$ cat config.mk
export PLATFORM = sky130hd
export DESIGN_NAME = display_mode_ctrl
export DESIGN_NICKNAME = d
export VERILOG_FILES = /design/src/rtl/display_mode_ctrl.sv
export SDC_FILE = /design/constraint.sdc
export NUM_CORES = 1
export LEC_CHECK = 0
export ABC_AREA = 1
export BUFFER_PORTS_ARGS = -buffer_cell sky130_fd_sc_hd__buf_2
export CORE_UTILIZATION = 45
export CTS_BUF_LIST = sky130_fd_sc_hd__clkbuf_8
export DETAILED_ROUTE_END_ITERATION = 6
export GPL_TIMING_DRIVEN = 0
export PLACE_DENSITY_LB_ADDON = 0.05
export SYNTH_ARGS = -nofsm -noshare
export SYNTH_HDL_FRONTEND = slang
export SYNTH_SLANG_ARGS = --single-unit
$ cat constraint.sdc
create_clock -name clk -period 2.1 [get_ports clk]
set_input_delay 0.105 -clock clk [delete_from_list [all_inputs] [get_ports clk]]
set_output_delay 0.105 -clock clk [all_outputs]
set_load 0.01 [all_outputs]
$ cat src/rtl/display_mode_ctrl.sv
// display_mode_ctrl: frame-aligned display mode selector.
// Two debounced push buttons step a target mode forward/back with wrap. The
// target is applied to mode_sel only at a frame start. Mute is then held for
// SETTLE_FRAMES frame starts so the sink never shows a torn frame.
//
// Ports:
//   clk        - system clock
//   rst        - asynchronous active-high reset
//   key_next_n - raw active-low "next mode" button
//   key_prev_n - raw active-low "previous mode" button
//   vsync_in   - frame sync, asynchronous to clk, active-high
//   mode_sel   - selector code for the display channel multiplexer
//   mute       - force display data to black while high
//   busy       - a mode change is pending or settling
module display_mode_ctrl #(
  parameter int unsigned DEBOUNCE_CYCLES = 500000,
  parameter int unsigned MODE_MAX        = 7,
  parameter int unsigned DEFAULT_MODE    = 0,
  parameter int unsigned SETTLE_FRAMES   = 2
) (
  input  logic       clk,
  input  logic       rst,
  input  logic       key_next_n,
  input  logic       key_prev_n,
  input  logic       vsync_in,
  output logic [3:0] mode_sel,
  output logic       mute,
  output logic       busy
);

  localparam int unsigned      CntW    = $clog2(DEBOUNCE_CYCLES + 1);
  localparam logic [CntW-1:0]  CntLast = CntW'(DEBOUNCE_CYCLES - 1);
  localparam logic [3:0]       MaxMode = 4'(MODE_MAX);
  localparam logic [3:0]       DefMode = 4'(DEFAULT_MODE);
  localparam logic [3:0]       Settle  = 4'(SETTLE_FRAMES);

  typedef enum logic [1:0] {Idle, Pend, Settling} state_t;

  // Frame-start detection: two sync flops plus one history flop for the edge.
  logic vs_s1, vs_s2, vs_s3, fs;

  always_ff @(posedge clk or posedge rst) begin
    if (rst) begin
      vs_s1 <= 1'b0;
      vs_s2 <= 1'b0;
      vs_s3 <= 1'b0;
    end else begin
      vs_s1 <= vsync_in;
      vs_s2 <= vs_s1;
      vs_s3 <= vs_s2;
    end
  end

  assign fs = vs_s2 & ~vs_s3;

  // Key debouncers, index 0 = next, 1 = prev. Levels idle high (released).
  logic [1:0]           key_s1, key_s2, key_lvl, key_ev;
  logic [1:0][CntW-1:0] key_cnt;

  always_ff @(posedge clk or posedge rst) begin
    if (rst) begin
      key_s1  <= 2'b11;
      key_s2  <= 2'b11;
      key_lvl <= 2'b11;
      key_ev  <= 2'b00;
      key_cnt <= '0;
    end else begin
      key_s1 <= {key_prev_n, key_next_n};
      key_s2 <= key_s1;
      for (int i = 0; i < 2; i++) begin
        key_ev[i] <= 1'b0;
        if (key_s2[i] != key_lvl[i]) begin
          if (key_cnt[i] == CntLast) begin
            key_lvl[i] <= key_s2[i];
            key_cnt[i] <= '0;
            // Old level high means this acceptance is a press.
            key_ev[i]  <= key_lvl[i];
          end else begin
            key_cnt[i] <= key_cnt[i] + 1'b1;
          end
        end else begin
          key_cnt[i] <= '0;
        end
      end
    end
  end

  // Simultaneous presses cancel each other.
  logic ev, ev_up;
  assign ev    = key_ev[0] ^ key_ev[1];
  assign ev_up = key_ev[0];

  function automatic logic [3:0] step(input logic [3:0] m, input logic up);
    if (up) return (m == MaxMode) ? 4'd0 : m + 4'd1;
    else    return (m == 4'd0) ? MaxMode : m - 4'd1;
  endfunction

  state_t     state;
  logic [3:0] target;
  logic [3:0] fcnt;

  always_ff @(posedge clk or posedge rst) begin
    if (rst) begin
      state    <= Idle;
      target   <= DefMode;
      fcnt     <= 4'd0;
      mode_sel <= DefMode;
      mute     <= 1'b0;
      busy     <= 1'b0;
    end else begin
      unique case (state)
        Idle: begin
          if (ev) begin
            target <= step(mode_sel, ev_up);
            busy   <= 1'b1;
            state  <= Pend;
          end
        end
        Pend: begin
          if (fs) begin
            // A coincident key event retargets before the apply.
            mode_sel <= ev ? step(target, ev_up) : target;
            target   <= ev ? step(target, ev_up) : target;
            mute     <= 1'b1;
            fcnt     <= 4'd0;
            state    <= Settling;
          end else if (ev) begin
            target <= step(target, ev_up);
          end
        end
        Settling: begin
          // target equals mode_sel here, so stepping target steps mode_sel.
          if (ev) begin
            target <= step(target, ev_up);
            state  <= Pend;
          end else if (fs) begin
            fcnt <= fcnt + 4'd1;
            if (fcnt + 4'd1 == Settle) begin
              mute  <= 1'b0;
              busy  <= 1'b0;
              state <= Idle;
            end
          end
        end
        default: state <= Idle;
      endcase
    end
  end

endmodule

==> metrics.md, run 1 <==
| Metric | Value |
|---|---|
| Status | `completed` |
| Logic pwr share | `2.8%` |
| Worst Slack Setup Final | `approximately 0.41 ns` |
| Critical path required time | `roughly 2.3 ns` |
| Cts hold-fix bufs | `4` |
| Port bufs | `10` |
| DR vias | `3079` |
| CP Data Arrival Time | `1.91 ns` |
| Sequential Area | `about 0.0016 sq mm` |
| Post-layout min period | `1.686 ns` |
| Layout cells sized above 1 | `between 10% and 20%` |
| CP max FO | `6` |
| Largest net degree at the start of global routing | `66` |
| Post-DP Area | `around 0.004 sq mm` |
| Std-Cell Core Area | `0.007888 sq mm` |
| Nets@finish | `~530` |
| TritonCTS Sinks | `65` |
| Startpoint Class | `register` |
| GRT Total Usage | `around a fifth` |
| Max H-tree Level | `3` |
| Vias in the first global route | `around 2900` |
| Routed WL | `approximately 7.4 mm` |
| Final hold violations | `0` |
| # diodes | `0` |
| Mean routed wirelength per cell | `between 10 and 15 um` |
| P_sw | `slightly below 0.0006 W` |
| Int Pwr | `roughly 0.0021 W` |
| Final-report max-slew violation count | `0` |
| CTS root buf | `clkbuf_8` |
| CTS Buffer Depth | `2` |
| Slew margin rel. | `a little under half` |
| Die Y-Extent | `around 93 um` |
| Net Count, Synth | `509` |
| Routability cong. | `between 0.8 and 0.9` |
| Fmax | `0.5930 GHz` |
| Clock skew | `0.009313 ns` |
| Syn avg cell area | `7.645 sq um` |
| CTS tree | `done` |
| Switching share of power | `a little over a fifth` |
| Die area | `slightly below 0.009 sq mm` |
| Initial antenna violation count | `0` |
| Design Area, Final | `approximately 0.0042 sq mm` |
| Final setup violation count | `0` |
| CP endpoint kind | `register` |
| Ys Warns | `0` |
| HP Class | `register to register` |
| Initial core utilization | `47.68%` |
| Seq/Total Area, Yosys | `a little over two fifths` |
| Clock latency on the worst-skew pair | `roughly 0.34 ns` |
| Post-place setup slack | `approximately 0.4 ns` |
| RSZ-0062 raised after global routing | `no` |
| Reg power frac | `48.3%` |
| Die X | `approximately 93 um` |
| Clock power share | `roughly 50%` |
| Post-CTS sizing | `0` |
| #FFs+latches synth | `65` |
| Postcts setup bufs | `0` |
| Leak pwr | `around 1.8 nW` |
| Mapped Area | `approximately 0.0038 sq mm` |
| Critical path type | `register to register` |
| Clk slew on worst S/H paths | `~0.08 ns` |
| Filler Cell Count | `around 780` |
| Cell Pwr Density | `629.0 mW/mm^2` |
| First-pass GRT wire length | `between 10 and 15 mm` |
| Least-Margin Pin Slew | `roughly 0.8 ns` |
| Initial DRC Count | `150` |
| Multi-input logic area | `0.001883 sq mm` |
| Antenna-violating nets left | `0` |
| Drt first pass iters | `4` |
| Io pins | `11` |
| Post-DP HPWL | `between 5 and 6 mm` |
| Vias per inst | `around 4.9` |
| Yosys cell types | `32` |
| Max_cap viols | `0` |
| Tcrit/Tclk final | `approximately four fifths` |
| Worst vdd ir | `roughly 420 uV` |
| Post-Syn Instances | `492` |
| Core Rows | `32` |
| Cts bufs inserted | `9` |
| Post-layout util | `between 50% and 60%` |
| Total congestion overflow | `0` |
| Residual DRC | `0` |
| Area delta synth->final | `12.31%` |
==> critical path: stages, from the launching register on <==
cell	delay, ns
dfrtp_1	0.42
ha_1	0.30
inv_1	0.12
nor2_4	0.18
nand2_1	0.11
nor3_2	0.11
nand2_1	0.12
nand2_2	0.16
nor2_1	0.06
==> cells in the mapped netlist <==
library cell | count | area share [%]
nand2_4 | 4 | 1.2
dfstp_2 | 6 | 4.2
xor2_1 | 20 | 4.7
nor3_2 | 3 | 0.80
inv_2 | 3 | 0.30
a31o_2 | 1 | 0.23
xnor2_1 | 6 | 1.4
inv_1 | 55 | 5.5
buf_6 | 1 | 0.30
nand3_2 | 1 | 0.27
clkbuf_1 | 4 | 0.40
nand3b_1 | 1 | 0.20
o21ai_0 | 18 | 2.4
nand2_1 | 111 | 11
o21ai_1 | 3 | 0.40
o21bai_2 | 1 | 0.30
dfrtp_1 | 59 | 39
a21oi_1 | 10 | 1.3
nand4_1 | 14 | 2.3
nor2_1 | 96 | 9.6
nor2_2 | 1 | 0.17
nand2_2 | 7 | 1.2
ha_1 | 12 | 4.0
nor3_1 | 10 | 1.3
o21bai_1 | 1 | 0.20
or2_2 | 1 | 0.17
nand3_1 | 33 | 4.4
nor2_4 | 5 | 1.5
o21ai_2 | 1 | 0.23
a31oi_1 | 1 | 0.17
nor3b_1 | 1 | 0.20
o211ai_1 | 2 | 0.40
==> final timing paths <==
path	cells after the start	slack [ns]	endpoint	from
max in group asynchronous	3	1.10	key_cnt[23]	rst
min in group asynchronous	3	0.46	fcnt[1]	rst
worst max register to register	8	0.41	key_cnt[27]	key_cnt[19]
worst min register to register	0	0.36	vs_s2	vs_s1
worst min-delay path	0	0.36	vs_s2	vs_s1
worst max-delay path	8	0.41	key_cnt[27]	key_cnt[19]
==> routing by layer <==
layer,vias up,GRT usage [%],wire (um)
met5,-,0,0
met4,0,8.205,120
met3,11,2.683,189
met2,41,31.00,3279
met1,1414,25.67,3837
li1,1613,-,-
==> registers in the layout (all words and copies together), names as in the netlist <==
signal    count
vs_s3         1
key_ev        2
key_s2        2
vs_s2         1
state         2
key_cnt      38
key_lvl       2
key_s1        2
vs_s1         1
mute          1
fcnt          4
busy          1
mode_sel      4
target        4
==> cell usage in the layout (no fill, tap or decap), types with 2 or more instances in the layout <==
cell	Yosys	layout
nand2_1	111	111
nor2_1	96	96
dfrtp_1	59	59
inv_1	55	54
nand3_1	33	33
xor2_1	20	20
o21ai_0	18	18
nand4_1	14	14
ha_1	12	12
a21oi_1	10	10
nor3_1	10	10
buf_2	0	10
clkbuf_8	0	9
nand2_2	7	7
xnor2_1	6	6
dfstp_2	6	6
nor2_4	5	5
clkbuf_1	4	4
nand2_4	4	4
dlygate4sd3_1	0	4
inv_2	3	3
o21ai_1	3	3
nor3_2	3	3
bufinv_16	0	3
o211ai_1	2	2
clkinvlp_4	0	2
==> power by group through the flow <==
| stage | Clock [W] | Sequential, W | Combinational (W) |
|---|---|---|---|
| floorplan | 0 | 0.00131 | 0.0000503 |
| global placement | 0 | 0.00131 | 0.0000707 |
| detailed placement | 0 | 0.00131 | 0.0000728 |
| CTS | 0.00133 | 0.00128 | 0.0000785 |
| global route | 0.00138 | 0.00129 | 0.0000871 |
| finish | 0.00130 | 0.00128 | 0.0000743 |
==> final cells by class <==
| class | count | share of cell area (%) |
|---|---|---|
| Buffer | 5 | 0.6220 |
| Clock buffer | 9 | 2.932 |
| Clock inverter | 7 | 2.814 |
| Inverter | 58 | 5.213 |
| Multi-Input combinational cell | 364 | 44.58 |
| Sequential cell | 65 | 38.68 |
| Tap cell | 102 | 3.021 |
| Timing Repair Buffer | 14 | 2.133 |
==> kinds of logic after synthesis <==
family	synth area share, %
buffers and inverters	6.487
xor gates and xnor gates	6.055
AOI/OAI and AO/OA	5.656
adders and majority gates	3.992
and+or+nand+nor	34.36
DFF	43.45
==> through the flow <==
step	setup TNS, ns	hold slack [ns]	power, W	cells
6_report	0	0.3557	0.002657	624
5_1_grt	0	0.3650	0.002757	624
4_1_cts	0	0.3591	0.002697	624
3_5_place_dp	0	0.2112	0.001381	604
3_3_place_gp	-30.39	0.2109	0.001379	604
2_1_floorplan	0	0.1095	0.001356	492
No activity file was read; power rests on OpenSTA's default activity.
==> inputs of run 2 (changes only) <==
clock period = 1.7 ns   (was 2.1 ns; I/O delays follow)
==> run 2 against run 1 <==
Net effect: sequential power up 24%; largest cell class unchanged; sequential share of layout area down 0.46 points; worst setup slack worse by 0.25 ns; first-iteration DRC count down 47%; core utilization is 0.68 points higher; routed wire length up 0.96%; clock skew grew 0.00069 ns; hold slack improved by 0.0015 ns; non-clock buffer count grew 2; count of clock-buffer cells in the layout is the same.
==> metrics.md, run 2 (synthesized netlist as in run 1, its figures left out) <==
| Metric | Value |
|---|---|
| Clock skew | `0.01001 ns (was 0.009313 ns)` |
| Layout cells sized above 1 | `13.17% (was 11.88%)` |
| Initial DRC Count | `79 (was 150)` |
| CTS root buf | `clkbuf_8 (unchanged)` |
| Area delta synth->final | `13.74% (was 12.31%)` |
| Vias in the first global route | `2986 (was 2884)` |
| Nets@finish | `536 (was 534)` |
| Critical path type | `register to register (unchanged)` |
| R2R depth | `8 (unchanged)` |
| TritonCTS Sinks | `65 (unchanged)` |
| Drt first pass iters | `4 (unchanged)` |
| Max_cap viols | `0 (unchanged)` |
| Worst r2r dst | `key_cnt[18] (was key_cnt[27])` |
| Cell Pwr Density | `760.6 mW/mm^2 (was 629.0 mW/mm^2)` |
| Critical path required time | `1.92 ns (was 2.33 ns)` |
| Slew margin rel. | `54.22% (was 46.56%)` |
| CTS tree | `done (unchanged)` |
| Io pins | `11 (unchanged)` |
| Met3 usage | `3.496% (was 2.683%)` |
| Final-report max-slew violation count | `0 (unchanged)` |
| HP Class | `register to register (unchanged)` |
| Hold depth | `0 (unchanged)` |
| Port bufs | `10 (unchanged)` |
| Antenna-violating nets left | `0 (unchanged)` |
| Vias per inst | `4.882 (was 4.934)` |
| Most flop-heavy register | `key_cnt (unchanged)` |
| Max reg flops | `38 (unchanged)` |
| DR vias | `3056 (was 3079)` |
| Worst hold endpoint | `key_s2[0] (was vs_s2)` |
| GR Layer Usage met2 | `30.15% (was 31.00%)` |
| Most common cell after layout, fill and taps aside | `nand2_1 (unchanged)` |
| Most frequent cells in the layout | `nand2_1 (110), nor2_1 (95), dfrtp_1 (58) (was nand2_1 (111), nor2_1 (96), dfrtp_1 (59))` |
| First-pass GRT wire length | `13.28 mm (was 12.94 mm)` |
| CP endpoint kind | `register (unchanged)` |
| Filler Cell Count | `752 (was 779)` |
| Initial core utilization | `47.68% (unchanged)` |
| Max H-tree Level | `3 (unchanged)` |
| Cells after DPL | `605 (was 604)` |
| Initial antenna violation count | `0 (unchanged)` |
| GR peak layer | `met2 (unchanged)` |
| RSZ-0062 raised after global routing | `yes (was no)` |
| Met1 usage | `26.63% (was 25.67%)` |
| Startpoint Class | `register (unchanged)` |
| Worst r2r src | `key_cnt[0] (was key_cnt[19])` |
| Post-layout min period | `1.541 ns (was 1.686 ns)` |
| Worst vdd ir | `421.4 uV (was 421.2 uV)` |
| Least-Margin Pin Slew | `0.6852 ns (was 0.8016 ns)` |
| Leak pwr | `1.843 nW (was 1.824 nW)` |
| Layout Cells excl Fill | `626 (was 624)` |
| Die X | `93.42 um (unchanged)` |
| GRT Total Usage | `19.36% (was 19.18%)` |
| Min-delay src | `key_s1[0] (was vs_s1)` |
| Mean routed wirelength per cell | `11.98 um (was 11.90 um)` |
| Routed WL | `7.498 mm (was 7.427 mm)` |
| Final hold violations | `0 (unchanged)` |
| Status | `completed (unchanged)` |
| Hold WS | `0.3572 ns (was 0.3557 ns)` |
| Largest net degree at the start of global routing | `37 (was 66)` |
| Total congestion overflow | `0 (unchanged)` |
| CP max FO | `6 (unchanged)` |
| CTS Buffer Depth | `2 (unchanged)` |
| Post-DP HPWL | `5.531 mm (was 5.418 mm)` |
| Final setup violation count | `0 (unchanged)` |
| Core Rows | `32 (unchanged)` |
| Reg2Reg Setup Slack | `0.16 ns (was 0.41 ns)` |
| Die Y-Extent | `93.42 um (unchanged)` |
| Cts bufs inserted | `9 (unchanged)` |
| CP Data Arrival Time | `1.76 ns (was 1.91 ns)` |
| Clock latency on the worst-skew pair | `0.34 ns (about the same)` |
| Fmax | `0.6489 GHz (was 0.5930 GHz)` |
| Clk slew on worst S/H paths | `0.07 ns (was 0.08 ns)` |
| Routability cong. | `0.8741 (was 0.8641)` |
| Die area | `0.008727 sq mm (unchanged)` |
| Std-Cell Core Area | `0.007888 sq mm (unchanged)` |
| Residual DRC | `0 (unchanged)` |
| # diodes | `0 (unchanged)` |
| Tcrit/Tclk final | `90.65% (was 80.31%)` |
run 2: power by group:
group	switching (W)	internal [W]
Clock	0.000594	0.000964
Combinational	0.0000690	0.0000371
Sequential	0.0000200	0.00157
run 2: repair_timing:
action	CTS	global route
gates resized for setup	0	7
buffers inserted	0	2
endpoints found under the setup margin	0	16
hold buffers	4	0
hold endpoints to repair	29	0
run 2: per-stage QoR:
step	cell area, sq um	util [%]	power [W]	TNS, ns	setup slack, ns
after floorplan	3765	-	0.001676	0	0.2374
after global placement	3943	49.98	0.001705	0	0.05808
after detailed placement	3963	50.24	0.001713	0	0.02988
after CTS	4238	53.73	0.003290	0	0.01513
after global routing	4278	54.24	0.003400	-0.03163	-0.02669
final	4278	54.24	0.003254	0	0.1590
run 2: critical path, stage by stage (launching register included):
cell and delay, ns:
dfrtp_2 0.43, ha_1 0.25, nand2_4 0.08, nor2_4 0.13, nand2_2 0.09, nor2_4 0.15, nand2_2 0.09, nor3_1 0.14
nor2_1 0.07
run 2: worst max path at each step:
stage / end / start / slack (ns) / cells after the start
2_1_floorplan: key_cnt[35] / key_cnt[19] / 0.24 / 8
6_report: key_cnt[18] / key_cnt[0] / 0.16 / 8
3_3_place_gp: key_cnt[32] / key_cnt[19] / 0.06 / 8
3_5_place_dp: key_cnt[35] / key_cnt[19] / 0.03 / 8
5_1_grt: key_cnt[25] / key_s2[1] / -0.03 / 4
4_1_cts: key_cnt[35] / key_cnt[19] / 0.02 / 8
run 2: area by class of cell:
class	count	area [sq um]	share of cell area [%]
Inverter	58	221.5	5.177
Sequential cell	65	1635	38.23
Tap cell	102	127.6	2.983
Buffer	4	22.52	0.5265
Clock inverter	7	111.4	2.603
Timing Repair Buffer	17	125.1	2.925
Clock buffer	9	123.9	2.896
Multi-Input combinational cell	364	1911	44.66
run 2: metal layers:
layer / up-vias / wire length, um
met3: 9 / 192
met5: - / 0
met2: 33 / 3316
met1: 1399 / 3873
met4: 0 / 116
li1: 1615 / -
==> inputs of run 3 (changes only) <==
PLACE_DENSITY = 0.71   (was unset)
PLACE_DENSITY_LB_ADDON = unset   (was 0.05)
==> run 3 against run 2 <==
Net effect: worst setup slack got worse by 0.030 ns; register-to-register slack worse by 0.03 ns; sequential power barely moved; via count grew 3.5%.
==> metrics.md, run 3 (synthesized netlist as in run 1, its figures left out) <==
| Metric | Value |
|---|---|
| Port bufs | `10 (unchanged)` |
| CP endpoint kind | `register (unchanged)` |
| Critical path required time | `1.93 ns (was 1.92 ns)` |
| Least-Margin Pin Slew | `0.5631 ns (was 0.6852 ns)` |
| Most flop-heavy register | `key_cnt (unchanged)` |
| Area delta synth->final | `12.31% (was 13.74%)` |
| Io pins | `11 (unchanged)` |
| Drt first pass iters | `5 (was 4)` |
| Routed WL | `7.384 mm (was 7.498 mm)` |
| GRT Total Usage | `19.61% (was 19.36%)` |
| # diodes | `0 (unchanged)` |
| Initial antenna violation count | `0 (unchanged)` |
| Postcts setup bufs | `0 (unchanged)` |
| TritonCTS Sinks | `65 (unchanged)` |
| Tcrit/Tclk final | `92.42% (was 90.65%)` |
| Setup TNS | `0 ns (unchanged)` |
| Clk slew on worst S/H paths | `0.08 ns (was 0.07 ns)` |
| DR vias | `3162 (was 3056)` |
| Die area | `0.008727 sq mm (unchanged)` |
| Post-layout util | `53.55% (was 54.24%)` |
| First-pass GRT wire length | `13.42 mm (was 13.28 mm)` |
| CP Data Arrival Time | `1.80 ns (was 1.76 ns)` |
| Largest net degree at the start of global routing | `41 (was 37)` |
| Nets@finish | `534 (was 536)` |
| Post-layout min period | `1.571 ns (was 1.541 ns)` |
| CTS root buf | `clkbuf_8 (unchanged)` |
| HP Class | `primary input to asynchronous set/reset pin (was register to register)` |
| Mean routed wirelength per cell | `11.83 um (was 11.98 um)` |
| Initial core utilization | `47.68% (unchanged)` |
| Startpoint Class | `register (unchanged)` |
| Status | `completed (unchanged)` |
| Slew margin rel. | `62.38% (was 54.22%)` |
| Clock latency on the worst-skew pair | `0.35 ns (was 0.34 ns)` |
| Hold WS | `0.3400 ns (was 0.3572 ns)` |
| Cell Pwr Density | `719.6 mW/mm^2 (was 760.6 mW/mm^2)` |
| Cts bufs inserted | `9 (unchanged)` |
| Reg2Reg Setup Slack | `0.13 ns (was 0.16 ns)` |
| Worst vdd ir | `338.1 uV (was 421.4 uV)` |
| Final setup violation count | `0 (unchanged)` |
| Antenna-violating nets left | `0 (unchanged)` |
| Filler Cell Count | `723 (was 752)` |
| Final-report max-slew violation count | `0 (unchanged)` |
| Clock skew | `0.009966 ns (was 0.01001 ns)` |
| Most common cell after layout, fill and taps aside | `nand2_1 (unchanged)` |
| CTS tree | `done (unchanged)` |
| Max H-tree Level | `3 (unchanged)` |
| Most frequent cells in the layout | `nand2_1 (110), nor2_1 (95), dfrtp_1 (57) (was nand2_1 (110), nor2_1 (95), dfrtp_1 (58))` |
| Vias in the first global route | `3089 (was 2986)` |
| Crit-path leading delay family | `simple AND/OR/NAND/NOR gates (unchanged)` |
| Total congestion overflow | `0 (unchanged)` |
| Routability cong. | `0.9064 (was 0.8741)` |
| Leak pwr | `1.808 nW (was 1.843 nW)` |
| CTS Buffer Depth | `2 (unchanged)` |
| Std-Cell Core Area | `0.007888 sq mm (unchanged)` |
| Die Y-Extent | `93.42 um (unchanged)` |
| Max reg flops | `38 (unchanged)` |
| Cell Chain, Critical Path | `ha_2, inv_1, nor2_4, nand2_1, nor3_2, nand2_2, nand2_4, nor2_1 (was ha_1, nand2_4, nor2_4, nand2_2, nor2_4, nand2_2, nor3_1, nor2_1)` |
| Vias per inst | `5.067 (was 4.882)` |
| Post-DP Area | `0.003963 sq mm (unchanged)` |
| Core Rows | `32 (unchanged)` |
| Slowest cell on crit path | `dfrtp_1 (was dfrtp_2)` |
| Largest stage delay, worst path | `0.40 ns (was 0.43 ns)` |
| Final hold violations | `0 (unchanged)` |
| Design Area, Final | `0.004224 sq mm (was 0.004278 sq mm)` |
| Layout cells sized above 1 | `13.22% (was 13.17%)` |
| CP max FO | `6 (unchanged)` |
| Tot Pwr | `0.003040 W (was 0.003254 W)` |
| Fmax | `0.6365 GHz (was 0.6489 GHz)` |
| Post-DP HPWL | `5.445 mm (was 5.531 mm)` |
| Max_cap viols | `0 (unchanged)` |
| Critical path type | `register to register (unchanged)` |
| Residual DRC | `0 (unchanged)` |
| Buf/Inv on CP | `1 (was 0)` |
| Initial DRC Count | `196 (was 79)` |
| Die X | `93.42 um (unchanged)` |
## run 3: cell types whose count changed in the layout (fill, tap and decap cells not counted), sizes merged
cell / before / now
buf: 14 / 12
bufinv: 3 / 1
clkbuf: 12 / 13
clkinv: 2 / 3
clkinvlp: 2 / 3
inv: 58 / 57
## run 3: per-layer routing
| layer | routed length, um | share of wire, % | GRT usage [%] |
|---|---|---|---|
| met2 | 3403 | 46 | 30.76 |
| met5 | 0 | 0 | 0 |
| met1 | 3580 | 48 | 25.39 |
| met4 | 148 | 2.0 | 11.03 |
| met3 | 252 | 3.4 | 3.659 |
## run 3: final cells by class
| class | count | area [sq um] | area share, % |
|---|---|---|---|
| inverters | 58 | 221.5 | 5.243 |
| clock buffers | 10 | 137.6 | 3.258 |
| clock inverters | 6 | 67.56 | 1.600 |
| repair buffers | 15 | 110.1 | 2.607 |
| multi-input cells | 364 | 1901 | 44.99 |
| well taps | 102 | 127.6 | 3.021 |
| flip-flops and latches | 65 | 1637 | 38.74 |
| plain buffers | 4 | 22.52 | 0.5332 |
## run 3: worst paths after layout
path,cells past startpoint,start,to
max in group asynchronous,4,rst,key_s2[1]
min reg2reg,0,vs_s1,vs_s2
max reg2reg,8,key_cnt[20],key_cnt[19]
max,8,key_cnt[20],key_cnt[19]
min in group clk,0,vs_s1,vs_s2
min,3,rst,key_cnt[9]
## run 3: stage by stage
stage / cells / setup slack, ns
2_1_floorplan: 492 / 0.2374
3_3_place_gp: 604 / 0.04451
3_5_place_dp: 605 / -0.01621
4_1_cts: 625 / 0.03090
5_1_grt: 624 / -0.008067
6_report: 624 / 0.1289
## run 3: power by group
| group | switching, W | internal, W |
|---|---|---|
| Combinational | 0.0000671 | 0.0000317 |
| Clock | 0.000633 | 0.000719 |
| Sequential | 0.0000189 | 0.00157 |
| Total | 0.000719 | 0.00232 |
## run 3: tightest hold or removal path, cell delays in order
cell	delay (ns)
dlygate4sd3_1	0.53
buf_2	0.13
clkinvlp_4	0.38
## run 3: timing repair
| item | 4_1_cts | 5_1_grt |
|---|---|---|
| hold buffers | 4 | 0 |
| cloned | 0 | 0 |
| endpoints found under the hold margin | 28 | 0 |
| resized for setup | 1 | 6 |
| setup endpoints to repair | 6 | 24 |
